===== config.mk =====
export PLATFORM = sky130hd
export DESIGN_NAME = useq_wcs_loader
export DESIGN_NICKNAME = d
export VERILOG_FILES = /design/src/rtl/useq_wcs_loader.sv
export SDC_FILE = /design/constraint.sdc
export NUM_CORES = 1
export LEC_CHECK = 0
export ABC_AREA = 1
export CORE_UTILIZATION = 30
export DETAILED_ROUTE_END_ITERATION = 12
export GPL_TIMING_DRIVEN = 0
export PLACE_DENSITY = 0.61
export SYNTH_ARGS = -nofsm -noshare
export SYNTH_HDL_FRONTEND = slang
export SYNTH_SLANG_ARGS = --single-unit

===== constraint.sdc =====
create_clock -name clk -period 1.8 [get_ports clk]
set_input_delay 0.27 -clock clk [delete_from_list [all_inputs] [get_ports clk]]
set_output_delay 0.27 -clock clk [all_outputs]
set_load 0.005 [all_outputs]

===== src/rtl/useq_wcs_loader.sv =====
// Writable control store loader: packs three 36-bit console segments into one
// 108-bit microword and commits it to CROM over a req/ack handshake.
module useq_wcs_loader #(
    parameter int cromWidth = 108,
    parameter int addrWidth = 12
) (
    input  logic                   clk,
    input  logic                   rst,
    input  logic                   cpuHALT,
    input  logic                   ldADDR,
    input  logic                   ldWORD,
    input  logic [0:35]            ldDATA,
    input  logic                   wcsACK,
    output logic                   wcsREQ,
    output logic [0:addrWidth-1]   wcsADDR,
    output logic [0:cromWidth-1]   wcsDATA,
    output logic                   busy,
    output logic                   errOVR,
    output logic                   errRUN,
    output logic                   wrap,
    output logic [0:11]            wordCNT
);

    // state  | meaning
    // SEG0   | waiting for segment 0 (wcsDATA[0:35])
    // SEG1   | waiting for segment 1 (wcsDATA[36:71])
    // SEG2   | waiting for segment 2 (wcsDATA[72:107])
    // COMMIT | wcsREQ held until CROM acknowledges
    typedef enum logic [1:0] {
        SEG0   = 2'd0,
        SEG1   = 2'd1,
        SEG2   = 2'd2,
        COMMIT = 2'd3
    } state_t;

    state_t                 r_state, w_state_n;
    logic                   r_req, w_req_n;
    logic                   r_busy, w_busy_n;
    logic [0:addrWidth-1]   r_addr, w_addr_n;
    logic [0:cromWidth-1]   r_data, w_data_n;
    logic [0:11]            r_cnt, w_cnt_n;
    logic                   r_ovr, w_ovr_n;
    logic                   r_run, w_run_n;
    logic                   r_wrap, w_wrap_n;

    always_ff @(posedge clk) begin
        if (rst) begin
            r_state <= SEG0;
            r_req   <= 1'b0;
            r_busy  <= 1'b0;
            r_addr  <= '0;
            r_data  <= '0;
            r_cnt   <= '0;
            r_ovr   <= 1'b0;
            r_run   <= 1'b0;
            r_wrap  <= 1'b0;
        end else begin
            r_state <= w_state_n;
            r_req   <= w_req_n;
            r_busy  <= w_busy_n;
            r_addr  <= w_addr_n;
            r_data  <= w_data_n;
            r_cnt   <= w_cnt_n;
            r_ovr   <= w_ovr_n;
            r_run   <= w_run_n;
            r_wrap  <= w_wrap_n;
        end
    end

    always_comb begin
        w_state_n = r_state;
        w_req_n   = r_req;
        w_busy_n  = r_busy;
        w_addr_n  = r_addr;
        w_data_n  = r_data;
        w_cnt_n   = r_cnt;
        w_ovr_n   = r_ovr;
        w_run_n   = r_run;
        w_wrap_n  = r_wrap;

        if (r_state == COMMIT) begin
            // Console traffic during a commit is refused; the pending word is untouched.
            if (ldADDR || ldWORD)
                w_ovr_n = 1'b1;
            if (wcsACK) begin
                w_req_n   = 1'b0;
                w_busy_n  = 1'b0;
                w_addr_n  = r_addr + addrWidth'(1);
                w_cnt_n   = r_cnt + 12'd1;
                w_state_n = SEG0;
                if (r_addr == '1)
                    w_wrap_n = 1'b1;
            end
        end else if (ldADDR) begin
            // Address load wins over a simultaneous segment write and drops any partial word.
            w_addr_n  = ldDATA[36-addrWidth:35];
            w_state_n = SEG0;
        end else if (ldWORD) begin
            if (!cpuHALT) begin
                w_run_n = 1'b1;
            end else begin
                case (r_state)
                    SEG0: begin
                        w_data_n[0:35]  = ldDATA;
                        w_state_n       = SEG1;
                    end
                    SEG1: begin
                        w_data_n[36:71] = ldDATA;
                        w_state_n       = SEG2;
                    end
                    SEG2: begin
                        w_data_n[72:107] = ldDATA;
                        w_state_n        = COMMIT;
                        w_req_n          = 1'b1;
                        w_busy_n         = 1'b1;
                    end
                    default: ;
                endcase
            end
        end
    end

    assign wcsREQ  = r_req;
    assign busy    = r_busy;
    assign wcsADDR = r_addr;
    assign wcsDATA = r_data;
    assign wordCNT = r_cnt;
    assign errOVR  = r_ovr;
    assign errRUN  = r_run;
    assign wrap    = r_wrap;

endmodule


==> results of run 1 <==
power by group:
group / internal (mW) / leakage [nW] / switching [mW] / total (mW)
Clock: 2.10 / 0.282 / 1.34 / 3.44
Combinational: 0.416 / 1.58 / 0.399 / 0.814
Sequential: 3.17 / 1.12 / 0.0841 / 3.25
path summary, 6_finish.rpt:
path,slack (ps),depth (start not counted),start,endpoint
max reg2reg,150,6,r_state[0],wcsDATA[15]
min,200,2,rst,wcsADDR[2]
max,130,1,wcsADDR[5],wcsADDR[5]
min reg2reg,440,2,wcsDATA[34],wcsDATA[34]
per-stage QoR:
step | TNS [ps] | cell area [um^2]
final | 0 | 8370
after global routing | 0 | 8370
after CTS | 0 | 8370
after detailed placement | -268 | 7790
after global placement | -186 | 7790
after floorplan | 0 | 5720
cells in the final DEF (no fill, tap or decap), types with 2 or more instances in the layout:
cell             Yosys  layout
a211oi_1             2       2
a21oi_1            136     136
a31oi_1              2       2
buf_2               10      10
buf_4                8       8
buf_6               18      18
bufinv_16            0       2
clkbuf_1             3       4
clkbuf_16            0      17
clkbuf_8             0       2
clkdlybuf4s50_1      0     177
clkinv_2             1       5
clkinv_4             0       2
clkinvlp_4           0       2
dfxtp_1            138     137
ha_1                 7       7
inv_1              135     135
inv_2                5       5
nand2_1             61      61
nand3_1             13      13
nand3_4              3       3
nand3b_1             2       2
nand4_1              3       3
nor2_1              23      23
nor2_2               4       4
nor2_4               5       5
nor3_1               6       6
o21ai_0             70      70
o21ai_1             60      60
routing by layer:
metal	vias up	global-route usage, %
met5	-	0
met4	0	4.92
met3	13	5.40
met2	148	29.9
met1	2436	22.6
li1	2741	-
cell families (layout without fill, tap and decap cells):
logic type | after synthesis | in the layout | synth area share [%]
xor gates and xnor gates | 1 | 1 | 0.153
AOI/OAI and AO/OA | 274 | 274 | 24.5
buffers and inverters | 182 | 390 | 15.1
and+or+nand+nor | 122 | 122 | 10.5
DFF | 138 | 138 | 48.3
adders and majority gates | 7 | 7 | 1.53
flip-flops by register name, indices dropped and copies added, names as in the netlist:
name / count
busy: 1
r_state: 2
wordCNT: 12
errOVR: 1
wrap: 1
wcsADDR: 12
errRUN: 1
wcsDATA: 108
layout make-up:
type	instances	area, um^2
Fill cell	1895	10300
Sequential cell	138	2760
Multi-Input combinational cell	404	2100
Timing Repair Buffer	177	1770
Inverter	141	531
Clock buffer	20	457
Buffer	41	333
Tap cell	234	293
Clock inverter	11	121
repair_timing:
item,in CTS,in global routing
endpoints found under the hold margin,0,0
gates resized for setup,0,1
setup buffers,0,0
endpoints found under the setup margin,0,1
==> impl_metrics.yaml, run 1 <==
route:
  route.met2.wl_um: 8240
  dr.first_iter.drc_count: 220
  remaining_drc_errors: 0
  met3_length_um: 1040
  viasPerCell: 4.58
  routedWlPerCell_um: 15.0
  drt_wl_total_um: 17500
  postRouteAntennaNets: 0
  drtPass1Iterations: 5
  vias: 5338
  dr.max_layer_used: "met4"
  wl_met1_um: 8050
power:
  power.leakage_nw: 2.99
  vdd_drop_max_uv: 623
  p_total_mw: 7.51
  p_per_area_nw_per_um2: 897
global_route:
  grt_pass1_wl_um: 27300
  grt_pass1_vias: 4989
  grt_usage_pct: 18.0
  overflow: 0
  antenna_found_initial: 0
  grt_max_degree: 17
cts:
  cts_root_buf: "clkbuf_16"
  cts_tree: "done"
  clkTransAtPathRegs_ps: 60
  clk_path_buf_depth: 2
  cts_buffers: 17
  cts_hold_buffers: 0
  clkLatencyLatePin_ps: 410
  cts_sinks: 138
  cts-htree-levels: 4
floorplan:
  dieArea_um2: 19600
  die_width_um: 140
  num_io_pins: 179
  die_h_um: 140
  start_util_pct: 30.6
  core_um2: 18700
  rows: 50
synth:
  synthTopCellsByArea: "dfxtp_1 (48%), a21oi_1 (12%), inv_1 (8.9%), o21ai_0 (6.1%), o21ai_1 (5.2%)"
  yosys_warnings: 0
  synth_ff_type: "dfxtp_1"
  async_flop_share_pct: 0
  synth-edff-count: 0
  syn_inst: 724
  yosys.area.top_type: "dfxtp_1"
  yosysSeqAreaShare_pct: 48.3
  synth_common_cells: "dfxtp_1 (138), a21oi_1 (136), inv_1 (135)"
  netlist.area_leader.share_pct: 48.3
  ys_types: 32
  synth_nets: 773
  yosys_register_bits: 138
  postSynthAreaPerCell_um2: 7.91
  yosysMostFrequentCell: "dfxtp_1"
  syn-cell-area_um2: 5720
place:
  placed_cells: 1135
  io_buffers: 177
  pre_cts_ws_ps: -44.1
  dp_hpwl_um: 13000
  gp_congestion: 0.840
critical_path:
  slowest_delay_ps: 550
  crit_chain: "clkdlybuf4s50_1"
  crit_family: "buffers and inverters"
  crit_fanout: 6
  crit_buf_inv: 1
  path_class: "flip-flop to primary output"
  crit_path_top_delay_cell: "clkdlybuf4s50_1"
  critPathArrivalTime_ps: 1400
  critPathLaunchType: "flip-flop"
  cp.required_ps: 1530
  end_kind: "primary output"
sta:
  drv_slew: 0
  slew_headroom_pct: 59.9
  skew_ps: 10.0
  timing.final.crit_share_pct: 92.5
  tightestPinTransition_ps: 601
  setup_violations: 0
  rsz0062_at_grt: "false"
  setup_ws_ps: 135
  finalCriticalPeriod_ps: 1670
  fmax_ghz: 0.601
  hold_viol: 0
  hold-worst-slack_ps: 203
flow_run:
  drv_cap: 0
min_path:
  hold_path_class: "input pin to flip-flop"
cells_and_area:
  fin_util_pct: 44.7
  antenna_cells: 0
  drive_gt1_share_pct: 9.76
  fin_nets: 969
  stdcell_count: 1166
  synthToLayoutAreaGrowth_pct: 46.2
status:
  status: "finished clean"
(Power assumes the default switching activity.)
==> run 2: changes to the inputs <==
--- a/config.mk
+++ b/config.mk
@@ -9,7 +9,7 @@
 export CORE_UTILIZATION = 30
 export DETAILED_ROUTE_END_ITERATION = 12
 export GPL_TIMING_DRIVEN = 0
-export PLACE_DENSITY = 0.61
+export PLACE_DENSITY = 0.64
 export SYNTH_ARGS = -nofsm -noshare
 export SYNTH_HDL_FRONTEND = slang
 export SYNTH_SLANG_ARGS = --single-unit
==> impl_metrics.yaml, run 2 (synthesized netlist as in run 1, its figures left out) <==
route:
  routedWlPerCell_um: 15.0
  vias: 5420
  postRouteAntennaNets: 0
  dr.first_iter.drc_count: 199
  viasPerCell: 4.65
  remaining_drc_errors: 0
  drt_wl_total_um: 17500
  drtPass1Iterations: 4
critical_path:
  crit_buf_inv: 1
  end_kind: "primary output"
  crit_family: "buffers and inverters"
  crit_chain: "clkdlybuf4s50_1"
  startpoint: "wcsADDR[6]"
  critPathArrivalTime_ps: 1460
  crit_path_top_delay_cell: "clkdlybuf4s50_1"
  slowest_delay_ps: 560
  cp.required_ps: 1530
  path_class: "flip-flop to primary output"
  crit_fanout: 8
  r2r_start: "r_state[0]"
  critPathLaunchType: "flip-flop"
cts:
  cts_root_buf: "clkbuf_16"
  clkLatencyLatePin_ps: 410
  postCtsSetupBuffers: 0
  cts_buffers: 17
  clkTransAtPathRegs_ps: 60
  cts_resized: 0
  clk_path_buf_depth: 2
  cts_tree: "done"
  cts_sinks: 138
  cts_hold_buffers: 0
  cts-htree-levels: 4
power:
  power.leakage_nw: 2.99
  p_per_area_nw_per_um2: 912
  vdd_drop_max_uv: 613
cells_and_area:
  drive_gt1_share_pct: 9.55
  fin_nets: 969
  synthToLayoutAreaGrowth_pct: 46.6
  fin_util_pct: 44.9
  largest_register_ff_count: 108
  mostFrequentLayoutCell: "clkdlybuf4s50_1"
  antenna_cells: 0
  final_cell_mix: "clkdlybuf4s50_1 (177), dfxtp_1 (138), a21oi_1 (136), inv_1 (135), o21ai_0 (70)"
global_route:
  grt_usage_pct: 18.0
  grt_max_degree: 17
  grt_pass1_vias: 5009
  overflow: 0
  grt_pass1_wl_um: 27100
  antenna_found_initial: 0
sta:
  drv_slew: 0
  skew_ps: 5.78
  tightestPinTransition_ps: 542
  rsz0062_at_grt: "false"
  hold_viol: 0
  setup_violations: 0
  setup_ws_ps: 69.5
  slew_headroom_pct: 63.8
  finalCriticalPeriod_ps: 1730
  hold-worst-slack_ps: 193
  fmax_ghz: 0.578
  timing.final.crit_share_pct: 96.1
floorplan:
  die_h_um: 140
  dieArea_um2: 19600
  num_io_pins: 179
  core_um2: 18700
  start_util_pct: 30.6
  die_width_um: 140
  rows: 50
place:
  dp_hpwl_um: 12900
  gp_congestion: 0.841
  io_buffers: 177
  pre_cts_ws_ps: -76.1
min_path:
  min-delay-start: "rst"
  hold_path_class: "input pin to flip-flop"
status:
  status: "finished clean"
flow_run:
  drv_cap: 0
-- run 2: changes by cell type in the layout (fill, tap and decap cells not counted), sizes merged --
| cell | before | now |
|---|---|---|
| inv | 141 | 142 |
| bufinv | 2 | 3 |
| clkbuf | 24 | 25 |
| clkinv | 7 | 4 |
-- run 2: area by class of cell --
type | count | area [um^2]
multi-input cells | 404 | 2100
repair buffers | 177 | 1770
flip-flops and latches | 138 | 2760
clock inverters | 10 | 141
plain buffers | 41 | 333
inverters | 141 | 531
well taps | 234 | 293
clock buffers | 21 | 460
fillers | 1883 | 10300
-- run 2: per-stage QoR --
stage | power [mW] | setup TNS (ps) | cells | instance area [um^2]
finish | 7.65 | 0 | 1166 | 8390
global placement | 4.13 | -474 | 1135 | 7790
floorplan | 3.67 | 0 | 724 | 5720
detailed placement | 4.14 | -1660 | 1135 | 7790
CTS | 7.74 | 0 | 1166 | 8390
global route | 7.96 | 0 | 1166 | 8390
-- run 2: report_power, final --
group | switching (mW) | total (mW) | internal [mW]
registers | 0.0852 | 3.25 | 3.17
logic | 0.396 | 0.812 | 0.416
clock network | 1.33 | 3.58 | 2.25
-- run 2: final timing paths --
kind              cells past startpoint  slack (ps)            to
setup / recovery                      1          70    wcsADDR[6]
hold reg to reg                       2         440  wcsDATA[100]
setup reg to reg                      8         160    wcsADDR[1]
hold / removal                        2         190    wcsADDR[0]
-- run 2: routing by layer --
metal	global-route usage (%)	wire length, um	vias to the layer above
li1	-	-	2741
met1	22.7	8090	2494
met2	29.8	8090	171
met3	5.20	1110	14
met4	5.21	180	0
met5	0	0	-
